--- src/rtl/peri_leds_pwm.sv ---
// Memory-mapped LED peripheral: per-channel static on/off, PWM brightness
// with frame-synchronous duty shadowing, and frame-counted blink.
module peri_leds_pwm #(
    parameter int N_LEDS   = 16,
    parameter int PWM_BITS = 8,
    parameter int PRESC_W  = 16,
    parameter int BLINK_W  = 8,
    parameter int ADDR_W   = 6
) (
    input  logic              clk_i,
    input  logic              reset_n_i,
    input  logic              we_i,
    input  logic [ADDR_W-1:0] addr_i,
    input  logic [31:0]       data_i,
    output logic [31:0]       rdata_o,
    output logic [N_LEDS-1:0] leds_o
);

    localparam logic [ADDR_W-1:0] A_CTRL      = ADDR_W'(0);
    localparam logic [ADDR_W-1:0] A_VALUE     = ADDR_W'(1);
    localparam logic [ADDR_W-1:0] A_PWM_EN    = ADDR_W'(2);
    localparam logic [ADDR_W-1:0] A_BLINK_EN  = ADDR_W'(3);
    localparam logic [ADDR_W-1:0] A_PRESC     = ADDR_W'(4);
    localparam logic [ADDR_W-1:0] A_BLINK_PER = ADDR_W'(5);
    localparam int                DUTY_BASE   = 8;

    // Programmed registers
    logic                en;
    logic [N_LEDS-1:0]   value;
    logic [N_LEDS-1:0]   pwm_en;
    logic [N_LEDS-1:0]   blink_en;
    logic [PRESC_W-1:0]  presc;
    logic [BLINK_W-1:0]  blink_per;
    logic [PWM_BITS-1:0] duty_sh  [N_LEDS];
    logic [PWM_BITS-1:0] duty_act [N_LEDS];

    // Timebase state
    logic [PRESC_W-1:0]  pcnt;
    logic [PWM_BITS-1:0] wcnt;
    logic [BLINK_W-1:0]  fcnt;
    logic                blink_phase;

    // Decoded strobes and derived conditions
    logic                wr_ctrl, wr_value, wr_pwm_en, wr_blink_en;
    logic                wr_presc, wr_blink_per;
    logic [N_LEDS-1:0]   wr_duty;
    logic                tick;
    logic                frame_end;
    logic [N_LEDS-1:0]   pwm_on;

    assign wr_ctrl      = we_i && (addr_i == A_CTRL);
    assign wr_value     = we_i && (addr_i == A_VALUE);
    assign wr_pwm_en    = we_i && (addr_i == A_PWM_EN);
    assign wr_blink_en  = we_i && (addr_i == A_BLINK_EN);
    assign wr_presc     = we_i && (addr_i == A_PRESC);
    assign wr_blink_per = we_i && (addr_i == A_BLINK_PER);

    // Lowering PRESC below the running count still ticks on the next cycle
    // because the compare is >= rather than ==.
    assign tick      = en && (pcnt >= presc);
    assign frame_end = tick && (wcnt == '1);

    // Per-channel duty write strobes
    always_comb begin
        // NOTE: every always_comb output gets a default first so no path can infer a latch.
        wr_duty = '0;
        for (int i = 0; i < N_LEDS; i++) begin
            wr_duty[i] = we_i && (addr_i == ADDR_W'(DUTY_BASE + i));
        end
    end

    // Register bank writes
    always_ff @(posedge clk_i or negedge reset_n_i) begin
        if (!reset_n_i) begin
            // NOTE: sequential state uses non-blocking assignments so every flop samples pre-edge values.
            en        <= 1'b0;
            value     <= '0;
            pwm_en    <= '0;
            blink_en  <= '0;
            presc     <= '0;
            blink_per <= '0;
            // NOTE: the duty arrays are small flop banks, not RAM, so they take the reset like any register.
            for (int i = 0; i < N_LEDS; i++) begin
                duty_sh[i] <= '0;
            end
        end else begin
            if (wr_ctrl)      en        <= data_i[0];
            if (wr_value)     value     <= data_i[N_LEDS-1:0];
            if (wr_pwm_en)    pwm_en    <= data_i[N_LEDS-1:0];
            if (wr_blink_en)  blink_en  <= data_i[N_LEDS-1:0];
            if (wr_presc)     presc     <= data_i[PRESC_W-1:0];
            if (wr_blink_per) blink_per <= data_i[BLINK_W-1:0];
            for (int i = 0; i < N_LEDS; i++) begin
                if (wr_duty[i]) duty_sh[i] <= data_i[PWM_BITS-1:0];
            end
        end
    end

    // Active duties follow the shadows at frame end, and continuously while disabled;
    // a shadow write landing on the same edge is forwarded straight in.
    always_ff @(posedge clk_i or negedge reset_n_i) begin
        if (!reset_n_i) begin
            for (int i = 0; i < N_LEDS; i++) begin
                duty_act[i] <= '0;
            end
        end else if (!en || frame_end) begin
            for (int i = 0; i < N_LEDS; i++) begin
                duty_act[i] <= wr_duty[i] ? data_i[PWM_BITS-1:0] : duty_sh[i];
            end
        end
    end

    // Prescaler, PWM frame counter and blink divider
    always_ff @(posedge clk_i or negedge reset_n_i) begin
        if (!reset_n_i) begin
            pcnt        <= '0;
            wcnt        <= '0;
            fcnt        <= '0;
            blink_phase <= 1'b1;
        end else if (!en) begin
            pcnt        <= '0;
            wcnt        <= '0;
            fcnt        <= '0;
            blink_phase <= 1'b1;
        end else begin
            pcnt <= tick ? '0 : pcnt + 1'b1;
            if (tick) wcnt <= wcnt + 1'b1;

            if (blink_per == '0) blink_phase <= 1'b1;

            // A new blink period restarts the frame count so the first
            // phase under the new setting has its full length.
            if (wr_blink_per || (blink_per == '0)) begin
                fcnt <= '0;
            end else if (frame_end) begin
                if (fcnt >= blink_per - 1'b1) begin
                    fcnt        <= '0;
                    blink_phase <= ~blink_phase;
                end else begin
                    fcnt <= fcnt + 1'b1;
                end
            end
        end
    end

    // PWM compare; an all-ones duty means fully on
    always_comb begin
        pwm_on = '0;
        for (int i = 0; i < N_LEDS; i++) begin
            pwm_on[i] = (wcnt < duty_act[i]) || (&duty_act[i]);
        end
    end

    // Registered LED drive
    always_ff @(posedge clk_i or negedge reset_n_i) begin
        if (!reset_n_i) begin
            leds_o <= '0;
        end else begin
            leds_o <= {N_LEDS{en}} & value
                      & (~pwm_en | pwm_on)
                      & (~blink_en | {N_LEDS{blink_phase}});
        end
    end

    // Read mux, combinational from the address; duty reads return the shadow
    always_comb begin
        rdata_o = '0;
        case (addr_i)
            A_CTRL:      rdata_o[0]           = en;
            A_VALUE:     rdata_o[N_LEDS-1:0]  = value;
            A_PWM_EN:    rdata_o[N_LEDS-1:0]  = pwm_en;
            A_BLINK_EN:  rdata_o[N_LEDS-1:0]  = blink_en;
            A_PRESC:     rdata_o[PRESC_W-1:0] = presc;
            A_BLINK_PER: rdata_o[BLINK_W-1:0] = blink_per;
            default:     rdata_o              = '0;
        endcase
        for (int i = 0; i < N_LEDS; i++) begin
            if (addr_i == ADDR_W'(DUTY_BASE + i)) rdata_o[PWM_BITS-1:0] = duty_sh[i];
        end
    end

endmodule

--- config.mk ---
export PLATFORM = sky130hd
export DESIGN_NAME = peri_leds_pwm
export DESIGN_NICKNAME = d
export VERILOG_FILES = /design/src/rtl/peri_leds_pwm.sv
export SDC_FILE = /design/constraint.sdc
export NUM_CORES = 1
export LEC_CHECK = 0
export BUFFER_PORTS_ARGS = -buffer_cell sky130_fd_sc_hd__buf_2
export CAP_MARGIN = 30
export CORE_MARGIN = 5
export CORE_UTILIZATION = 40
export CTS_BUF_LIST = sky130_fd_sc_hd__clkbuf_4 sky130_fd_sc_hd__clkbuf_8 sky130_fd_sc_hd__clkbuf_16
export CTS_CLUSTER_DIAMETER = 120
export DETAILED_ROUTE_END_ITERATION = 10
export PLACE_DENSITY = 0.58
export SLEW_MARGIN = 15
export SYNTH_ARGS = -nofsm -noshare
export SYNTH_HDL_FRONTEND = slang
export SYNTH_SLANG_ARGS = --single-unit
--- constraint.sdc ---
create_clock -name clk_i -period 3.15 [get_ports clk_i]
set_input_delay 0.4725 -clock clk_i [delete_from_list [all_inputs] [get_ports clk_i]]
set_output_delay 0.4725 -clock clk_i [all_outputs]
set_load 0.1 [all_outputs]
After elaboration in Yosys (flattened, before gate mapping)
Cells that the tools add are included.

Word-level logic and storage cells: 206. Bits in latches: 0. Memory bits (read-only): 0. Flip-flop bits (word level): 378. Bits of input ports: 41. Bits in writable memories: 0. Memories kept: 0. Output and inout bits: 48.

Bitwise operators: 8. Mux-type cells: 48. Add/sub/neg operators: 4. Multipliers: 0. Magnitude comparators: 18. Shift operators: 0. Reductions and logical operators: 61. Divide/modulo/power cells: 0. Equality and inequality tests: 24.

Operator list (count): 2-to-1 mux 8 bit (38); < comparator 8 bit (16); AND reduction 8 bit (16); AND 16 bit (3); == test 6 x 4 -> 1 bit (second input constant) (8); == test 6 x 5 -> 1 bit (second input constant) (8); one-hot mux 7 bit (5 select lines) (1); 2-to-1 mux 16 bit (2); inverter 16 bit (2); bitwise OR 16 bit (2); one-hot mux 8 bit (4 select lines) (1); logical AND 1 bit (24); logical OR 1 bit (18); adder 16 x 1 -> 16 bit (second input constant) (1); adder 8 x 1 -> 8 bit (second input constant) (2); greater-or-equal comparator 16 bit (1); == test 6 x 2 -> 1 bit (second input constant) (2); == test 6 x 3 -> 1 bit (second input constant) (2); == test 8 bit (second input constant) (1); greater-or-equal comparator 8 bit (1); zero test 8 bit (1); subtractor 8 x 1 -> 8 bit (second input constant) (1); == test 6 x 1 -> 1 bit (second input constant) (1); zero test 6 bit (1); 6 further kinds (10).

Longest topological paths before layout
Gate-level depths: netlist of run 1.

Depth in word-level cells: 18. Mapped depth: 12. Depth with buffers taken out: 12.

Worst setup path before layout of run 1
OpenSTA, ideal clock, no wires.

Path type: input -> output. From: input addr_i[0]. To: output rdata_o[3]. Arrival: 3.719 ns. Path buffers: 3. Cell stages on the path: 7. Data required time: 2.677 ns. Path slack: -1.041 ns. Cell sequence: buf_2 -> buf_4 -> clkinv_1 -> clkbuf_1 -> o21ai_0 -> a21oi_1 -> o21ai_0.

Longest elaborated chain between the ends: 18. Elaborated cells between the ends (all ways): 38. Classes of those cells: 21 x eq/ne; 17 x mux.

RTL lines: from (decl) (RTL line 13) `input logic [ADDR_W-1:0] addr_i,`; == test 6 x 3 -> 1 bit (tied with other cells) (RTL line 168) `case (addr_i)`; one-hot mux 7 bit (5 select lines) (RTL line 168); 2-to-1 mux 8 bit (15 in a row) (RTL line 178) `if (addr_i == ADDR_W'(DUTY_BASE + i)) rdata_o[PWM_BITS-1:0] = duty_sh[i];`; 2-to-1 mux 8 bit * (RTL line 178); to (decl) (RTL line 15) `output logic [31:0] rdata_o,`.

Mark *: on every way between the ends. The rest lies on a longest branch, timed or not.

Final worst setup path of run 1
From: input addr_i[3]. To: output rdata_o[4].

Same word-level chain as after synthesis.

==> flow_summary.toml, run 1 <==
[sta]
hold_viol_final = 0
slew_violations = 0
skew_ns = 0.0164
period_needed_ns = 3.09
finalSetupViolCount = 0
finalWorstSetupSlack_ns = 0.0625
rsz0062_at_grt = "true"
slew_headroom = 0.438
worst_slew_pin_slew_ns = 0.842
timing.final.crit_share = 0.980
fmax_ghz = 0.324

[logic_synthesis]
yosys.area_share.adder = 0.0846
synthSimpleGateAreaFrac = 0.0845
ys_top_cells_by_area = "dfrtp_1 (45%), mux2_2 (13%), ha_1 (8.5%), mux2_1 (4.8%), inv_1 (2.8%)"
synth_compound_area_frac = 0.113
synth_top_family_by_area = "multiplexers"
synth.area.mux_share = 0.197
synth_top_area_frac = 0.453
yosys_most_used_dff = "dfrtp_1"
synth.avg_cell_area_um2 = 11.3
ys_warn_count = 0
synthCells = 1842
synth_cell_type_count = 83
synth-xor-area-share = 0.00924
synth_area_mm2 = 0.0208
synth_enable_flop_cells = 0
ys_ff_latch = 378
synthArstFlopShare = 1.00
seq_area_frac_synth = 0.454
yosys.area.top_type = "dfrtp_1"

[placed_design]
post_dp_cell_area_mm2 = 0.0224
dp_slack_ns = 0.0213
gp_routability_congestion = 0.959
portBuffers = 56
dpl.hpwl_um = 43800

[cts]
clk_root_buffer_cell = "clkbuf_16"
clockBufferDepth = 3
cts_tree = "done"
insertion_delay_ns = 0.58
numCtsBuffers = 44
cts_max_level = 2
clk_pin_slew_worst_paths_ns = 0.06
clock_sinks = 378

[drt]
drcViolationCount = 0
drt_iter0_drc = 1116
drtPass1Iterations = 5
via_per_inst = 5.66
met3_length_um = 2970
wirelength_um = 62000
wl_met1_um = 28300
route.top_layer_used = "met5"
wl_per_cell_um = 23.4
ant_nets = 0
vias = 15000
wl_met2_um = 29300

[global_routing]
grt_antenna_before_repair = 7
grt_first_pass_wirelength_um = 95400
grt_overflow = 0
grt_max_degree = 94
track_usage = 0.217
grt_pass1_vias = 15400

[min_path]
min_path_type = "in2reg"

[cells_and_area]
syn2layout_area_growth_pct = 15.1
layout_commonest_cell = "dfrtp_1"
drive_above_1_share = 0.260
nFillCells = 4726
final_area_mm2 = 0.0240
nNetsFinal = 2116
mostFrequentLayoutCells = "dfrtp_1 (377), mux2_2 (246), inv_1 (157)"

[pwr]
p_leak_nw = 11.0
peakVddDrop_mv = 0.494
power_density_mw_per_mm2 = 582

[floorplanning]
start_util = 0.405
core_mm2 = 0.0515
die_h_um = 238
die_width_um = 238
die-area_mm2 = 0.0568
rows = 83
ios = 89

[setup_path]
slowest_delay_ns = 0.63
endpoint_kind = "output port"
startpoint_type = "primary input"
cp.required_ns = 2.68
cp.arrival_ns = 2.61
cp_max_fo = 9
critPathSlowestCell = "or4_4"
crit_type = "in2out"
crit_path_cell_trace = "clkbuf_4 > or4_4 > nor3_4 > buf_6 > a221oi_1 > a32oi_1 > o21ai_1 > a21oi_4 > buf_12"

[run]
max-cap-violations = 0

[outcome]
status = "finished, final reports clean"
[layer usage]
metal | track usage | vias to the layer above
li1 | - | 6847
met1 | 0.307 | 7685
met2 | 0.354 | 359
met3 | 0.0313 | 91
met4 | 0.0562 | 4
met5 | 0 | -
[cells in the mapped netlist, types with 16 or more instances]
library cell    n
a211oi_1       25
a21oi_1        77
a22oi_1        30
buf_2          28
buf_4          20
clkbuf_1       25
dfrtp_1       377
ha_1          141
inv_1         157
mux2_1         89
mux2_2        246
mux2i_1        16
nand2_1        66
nand2b_1       22
nand3_1        24
nand4_1        39
nor2_1         73
nor2b_1        23
o211ai_1       22
o21a_1         20
o21ai_0        78
o21bai_1       17
o41ai_1        16
[timing repair]
item	CTS	global route
resized for setup	0	15
endpoints found under the setup margin	0	13
endpoints found under the hold margin	44	0
hold buffers	1	0
setup buffers	0	2
[logic make-up (layout without fill, tap and decap cells)]
kind of cell	Yosys count	count (layout)
flip-flops	378	378
multiplexers	359	359
AO/OA/AOI/OAI	356	356
XOR/XNOR	22	22
other	1	17
buffers and inverters	259	370
AND/OR/NAND/NOR	326	326
adder cells (fa/ha/maj)	141	141
[through the flow]
| stage | total power [mW] | hold WS (ns) | TNS [ns] | std cells | util |
|---|---|---|---|---|---|
| after floorplan | 7.83 | 0.177 | -0.243 | 1857 | - |
| after global placement | 8.63 | 0.492 | 0 | 2566 | 0.435 |
| after detailed placement | 8.72 | 0.498 | 0 | 2566 | 0.435 |
| after CTS | 14.1 | 0.165 | 0 | 2647 | 0.465 |
| after global routing | 14.6 | 0.189 | -0.0161 | 2648 | 0.466 |
| final | 14.0 | 0.192 | 0 | 2649 | 0.466 |
[worst max-delay path: cells and delay by family]
| family | cells | cell delay (ns) |
|---|---|---|
| AO/OA/AOI/OAI | 4 | 0.74 |
| buffers and inverters | 3 | 0.51 |
| AND/OR/NAND/NOR | 2 | 0.88 |
[path summary, 6_finish.rpt]
check	startpoint	endpoint	slack (ns)	cells past startpoint
max	addr_i[3]	rdata_o[4]	0.06	9
min in group asynchronous	reset_n_i	leds_o[4]$_DFF_PN0_	0.53	2
min reg2reg	blink_en[4]$_DFFE_PN0P_	blink_en[4]$_DFFE_PN0P_	0.51	1
max in group asynchronous	reset_n_i	blink_phase$_DFF_PN1_	1.64	3
max reg2reg	blink_per[5]$_DFFE_PN0P_	fcnt[0]$_DFFE_PN0P_	0.23	10
min	data_i[9]	value[9]$_DFFE_PN0P_	0.19	2
[registers in the layout, summed over array words and instances (netlist names), 16 cells and up]
register	flops
duty_act	128
pcnt	16
pwm_en	16
value	16
blink_en	16
duty_sh	128
presc	16
leds_o	16
[power breakdown]
part,switching (mW),internal [mW]
Combinational,1.48,1.08
Sequential,0.576,5.51
Clock,2.14,3.16
[layout make-up]
type | instances | area (um2) | share of cell area
Multi-Input combinational cell | 1220 | 10400 | 0.432
Sequential cell | 378 | 9460 | 0.394
Clock buffer | 61 | 1300 | 0.0544
Timing Repair Buffer | 132 | 1190 | 0.0497
Tap cell | 680 | 851 | 0.0355
Inverter | 158 | 593 | 0.0247
Clock inverter | 19 | 225 | 0.00939
Antenna cell | 1 | 2.50 | 0.000104
Power figures use the tool's default switching activity.
==> run 2, diff against run 1 <==
REMOVE_ABC_BUFFERS = 1   (was unset)
==> flow_summary.toml, run 2 (synthesis results as in run 1) <==
[cells_and_area]
nNetsFinal = 2149
drive_above_1_share = 0.269
nFillCells = 4779
layout_commonest_cell = "dfrtp_1"
top_regs = "duty_act: 128 flops, duty_sh: 128 flops"
multi_input_area_mm2 = 0.0103
syn2layout_area_growth_pct = 16.8
mostFrequentLayoutCells = "dfrtp_1 (376), mux2_2 (246), inv_1 (157)"
seqCellArea_mm2 = 0.00946

[sta]
period_needed_ns = 3.10
rsz0062_at_grt = "true"
finalSetupViolCount = 0
hold_slack_ns = 0.185
timing.final.crit_share = 0.983
fmax_ghz = 0.323
skew_ns = 0.0140
worst_slew_pin_slew_ns = 0.796
hold_viol_final = 0
slew_headroom = 0.470
slew_violations = 0

[setup_path]
r2r_end = "fcnt[0]$_DFFE_PN0P_"
worstReg2RegStart = "blink_per[4]$_DFFE_PN0P_"
rr_worst_depth = 10
endpoint_kind = "output port"
r2r_slack_ns = 0.20
cp.required_ns = 2.68
cp.arrival_ns = 2.62
startpoint_type = "primary input"
cp_max_fo = 8
crit_type = "in2out"

[cts]
cts_max_level = 2
insertion_delay_ns = 0.57
clock_sinks = 378
clk_root_buffer_cell = "clkbuf_16"
cts_tree = "done"
clockBufferDepth = 3
clk_pin_slew_worst_paths_ns = 0.06
numCtsBuffers = 43

[global_routing]
grt_max_degree = 76
grt_pass1_vias = 15600
track_usage = 0.222
grt_antenna_before_repair = 3
grt_overflow = 0
grt_first_pass_wirelength_um = 96900

[pwr]
p_leak_nw = 11.3
peakVddDrop_mv = 0.487
power_density_mw_per_mm2 = 587
total_power_mw = 14.3

[placed_design]
dpl.hpwl_um = 45400
portBuffers = 56
gp_routability_congestion = 1.02

[floorplanning]
start_util = 0.405
die-area_mm2 = 0.0568
die_width_um = 238
die_h_um = 238
ios = 89
rows = 83
core_mm2 = 0.0515

[min_path]
min_to = "blink_en[11]$_DFFE_PN0P_"
min_path_type = "in2reg"
holdPathStages = 2
hp-start = "data_i[11]"

[run]
max-cap-violations = 0

[drt]
ant_nets = 0
drcViolationCount = 0
wl_per_cell_um = 23.6
vias = 15100
via_per_inst = 5.63
drtPass1Iterations = 5
wirelength_um = 63200
drt_iter0_drc = 1148

[outcome]
status = "finished, final reports clean"
[run 2: cell count changes in the layout (fill, tap and decap cells not counted), moves of 3 or more]
cell and delta:
clkinv_8 -3, clkbuf_8 -3, clkbuf_4 -5, buf_4 +29
clkinvlp_4 +4, bufinv_16 +5, buf_12 +7
[run 2: through the flow]
stage	instance area [um2]	setup slack, ns	cells	utilization	TNS [ns]
after floorplan	20300	-2.41	1756	-	-302.83
after global placement	22600	-0.00457	2595	0.439	-0.00470
after detailed placement	22600	0.0200	2595	0.439	0
after CTS	24200	0.0128	2674	0.471	0
after global routing	24300	-0.00530	2680	0.473	-0.00635
final	24300	0.0539	2681	0.473	0
[run 2: worst max-delay path: stages]
cell and delay, ns:
buf_8 0.10, buf_12 0.12, or4_4 0.59, nor3_4 0.36, a22oi_1 0.15, nand4b_1 0.16, a211oi_2 0.09, o22ai_1 0.21
buf_4 0.18, buf_12 0.17
[run 2: per-layer routing]
metal  part of all wire  up-vias  global-route usage
met1               0.46     7701               0.311
met5                  0        -                   0
met2               0.46      391               0.356
met4              0.031        0              0.0710
met3              0.049      102              0.0347
li1                   -     6892                   -
[run 2: worst max path at each step]
stage | from | end | depth (start not counted) | slack [ns]
after detailed placement | addr_i[5] | rdata_o[4] | 10 | 0.02
after floorplan | pcnt[10]$_DFF_PN0_ | duty_act[0]$_DFFE_PN0P_ | 6 | -2.41
after global placement | addr_i[2] | rdata_o[1] | 9 | -0.005
after CTS | addr_i[5] | rdata_o[4] | 10 | 0.01
final | addr_i[5] | rdata_o[2] | 10 | 0.05
after global routing | addr_i[5] | rdata_o[4] | 10 | -0.005
[run 2: layout make-up]
| type | instances | share of cell area |
|---|---|---|
| antenna | 1 | 0.000103 |
| clock buffer | 56 | 0.0520 |
| clock inverter | 22 | 0.0138 |
| inverter | 158 | 0.0244 |
| multi-input combinational | 1220 | 0.423 |
| sequential | 378 | 0.389 |
| tap | 680 | 0.0349 |
| timing repair buffer | 166 | 0.0629 |
[run 2: power breakdown]
group          internal (mW)  total, mW  switching (mW)
Sequential              5.51       6.09           0.583
Clock                   3.49       5.59            2.10
Combinational           1.11       2.60            1.49
Total                   10.1       14.3            4.17
[run 2: repair_timing]
| action | 4_1_cts | 5_1_grt |
|---|---|---|
| hold buffers | 1 | 0 |
| buffers inserted | 0 | 6 |
| hold endpoints to repair | 67 | 0 |
| setup endpoints to repair | 1 | 12 |
| resized for setup | 1 | 14 |
| pin swaps | 0 | 14 |
==> run 3, diff against run 2 <==
ABC_AREA = 1   (was unset)
==> flow_summary.toml, run 3 <==
[outcome]
status = "finished with violations"
violations = "setup timing"

[sta]
worst_slew_pin_slew_ns = 0.892
finalWorstSetupSlack_ns = -0.0261
hold_viol_final = 0
skew_ns = 0.0289
period_needed_ns = 3.18
hold_slack_ns = 0.217
fmax_ghz = 0.315
finalSetupViolCount = 2
rsz0062_at_grt = "true"
slew_violations = 0
tns_ns = -0.0356
timing.final.crit_share = 1.01
slew_headroom = 0.404

[placed_design]
dpl.hpwl_um = 44400
gp_routability_congestion = 0.939
portBuffers = 56

[pwr]
peakVddDrop_mv = 0.472
power_density_mw_per_mm2 = 594
switchingPower_mw = 4.24
switching_share = 0.303
total_power_mw = 14.0
clockPowerShare = 0.394
p_comb_frac = 0.189
p_int_mw = 9.77
p_leak_nw = 11.0
p_seq_frac = 0.418

[cells_and_area]
nNetsFinal = 2659
layout_commonest_cell = "nand2_1"
seqCellArea_mm2 = 0.00947
mostFrequentLayoutCells = "nand2_1 (552), dfrtp_1 (372), o21ai_1 (259)"
nFillCells = 4683
multi_input_area_mm2 = 0.00898
diodes = 0
top_regs = "duty_act: 128 flops, duty_sh: 128 flops"
drive_above_1_share = 0.157
syn2layout_area_growth_pct = 19.1
finish.utilization = 0.482

[setup_path]
cp.required_ns = 2.68
slowest_delay_ns = 0.42
critPathSlowestCell = "dfrtp_2"
cp.arrival_ns = 2.70
crit_path_cell_trace = "nand4_1 > nand2_1 > nor2_1 > nand4_1 > nor2_1 > nand3_1 > nand2_1 > nand4_1 > nor2_2 > nand4_1 > nand2_2 > nand3_4 > buf_12"
cpMostUsedCell = "nand4_1"
cp_max_fo = 2
path_buf_inv = 1
crit_family = "simple AND/OR/NAND/NOR gates"
startpoint_type = "register"
endpoint_kind = "output port"
crit_type = "reg2out"

[cts]
clk_pin_slew_worst_paths_ns = 0.06
cts_max_level = 2
clk_root_buffer_cell = "clkbuf_16"
insertion_delay_ns = 0.57
clockBufferDepth = 3
clock_sinks = 378
numCtsBuffers = 44
cts_tree = "done"

[logic_synthesis]
synthCells = 2331
yosys_most_used_dff = "dfrtp_1"
synth_common_cells = "nand2_1 (565), dfrtp_1 (377), o21ai_1 (259)"
synth_enable_flop_cells = 0
yosys.area.top_type = "dfrtp_1"
synth_area_mm2 = 0.0198
ys_warn_count = 0
synthArstFlopShare = 1.00
ys_ff_latch = 378
ys_top_cells_by_area = "dfrtp_1 (48%), nand2_1 (11%), ha_1 (8.9%), o21ai_1 (6.5%), inv_1 (4.9%)"
seq_area_frac_synth = 0.478
synth.avg_cell_area_um2 = 8.49
synth.most_common_cell = "nand2_1"
synth_cell_type_count = 49
synth_top_area_frac = 0.476

[drt]
drtPass1Iterations = 5
ant_nets = 0
wl_per_cell_um = 19.4
vias = 16600
wirelength_um = 61600
drcViolationCount = 0
via_per_inst = 5.24
drt_iter0_drc = 1423

[floorplanning]
start_util = 0.405
rows = 81
die_width_um = 232
ios = 89
die-area_mm2 = 0.0541
core_mm2 = 0.0490
die_h_um = 232

[global_routing]
grt_overflow = 0
track_usage = 0.226
grt_first_pass_wirelength_um = 94600
grt_pass1_vias = 16200
grt_antenna_before_repair = 2
grt_max_degree = 92

[min_path]
min_path_type = "in2reg"

[run]
max-cap-violations = 0
[run 3: cell count changes after synthesis, sizes merged, moves of 28 or more]
| cell | before | now |
|---|---|---|
| nand2 | 71 | 585 |
| mux2 | 335 | 0 |
| o21ai | 81 | 365 |
| inv | 157 | 279 |
| nand4 | 39 | 79 |
| nor2 | 87 | 117 |
| a22oi | 30 | 2 |
| nand3 | 25 | 53 |
[run 3: per-stage QoR]
step	instance area (um2)	cells	setup WS (ns)
floorplan	19400	2246	-2.76
global placement	21600	3071	-0.198
detailed placement	21600	3071	-0.247
CTS	23400	3157	-0.116
global route	23600	3172	-0.128
finish	23600	3172	-0.0261
[run 3: power by group through the flow]
| stage | Sequential (mW) | Clock [mW] | Combinational [mW] |
|---|---|---|---|
| detailed placement | 5.93 | 0 | 2.54 |
| finish | 5.85 | 5.51 | 2.64 |
| global route | 5.91 | 5.82 | 2.97 |
| global placement | 5.91 | 0 | 2.46 |
| CTS | 5.85 | 5.59 | 2.60 |
| floorplan | 5.87 | 0 | 1.68 |
[run 3: cell families after synthesis]
group,after synthesis,share of synthesized area
flops,378,0.478
xor+xnor,17,0.00752
simple gates,880,0.200
buf+inv,380,0.0784
fa+ha+maj,141,0.0891
other cells,1,0.000189
compound gates,534,0.147
[run 3: timing repair]
action / CTS / global route
setup buffers: 8 / 15
resized for setup: 32 / 38
hold buffers: 1 / 0
hold endpoints to repair: 75 / 0
pin swaps: 19 / 54
setup endpoints to repair: 6 / 8
[run 3: layout make-up]
| cell class | instances | share of cell area |
|---|---|---|
| flip-flops and latches | 378 | 0.401 |
| multi-input cells | 1588 | 0.381 |
| repair buffers | 185 | 0.0715 |
| clock buffers | 55 | 0.0533 |
| inverters | 280 | 0.0447 |
| well taps | 664 | 0.0352 |
| clock inverters | 22 | 0.0131 |
[run 3: path summary, 6_finish.rpt]
path | startpoint | endpoint | slack [ns] | cells after the start
setup / recovery | pwm_en[5]$_DFFE_PN0P_ | rdata_o[5] | -0.03 | 13
setup reg to reg | blink_per[2]$_DFFE_PN0P_ | blink_phase$_DFF_PN1_ | 0.36 | 16
min in group asynchronous | reset_n_i | duty_act[7]$_DFFE_PN0P_ | 0.49 | 2
hold reg to reg | blink_en[15]$_DFFE_PN0P_ | leds_o[15]$_DFF_PN0_ | 0.48 | 1
hold / removal | data_i[14] | pwm_en[14]$_DFFE_PN0P_ | 0.22 | 3
max in group asynchronous | reset_n_i | blink_phase$_DFF_PN1_ | 1.72 | 3
[run 3: worst min-delay path: stages]
cell and delay [ns]:
buf_2 0.08, inv_1 0.06, o21ai_1 0.13
[run 3: per-layer routing]
layer  share of wire  vias up  global-route usage  routed length, um
met5         0.00021        -                   0                 13
met4           0.035        2              0.0790               2130
met3           0.065      119              0.0399               3980
met2            0.45      511               0.350              27500
met1            0.45     7965               0.321              28000
li1                -     8039                   -                  -
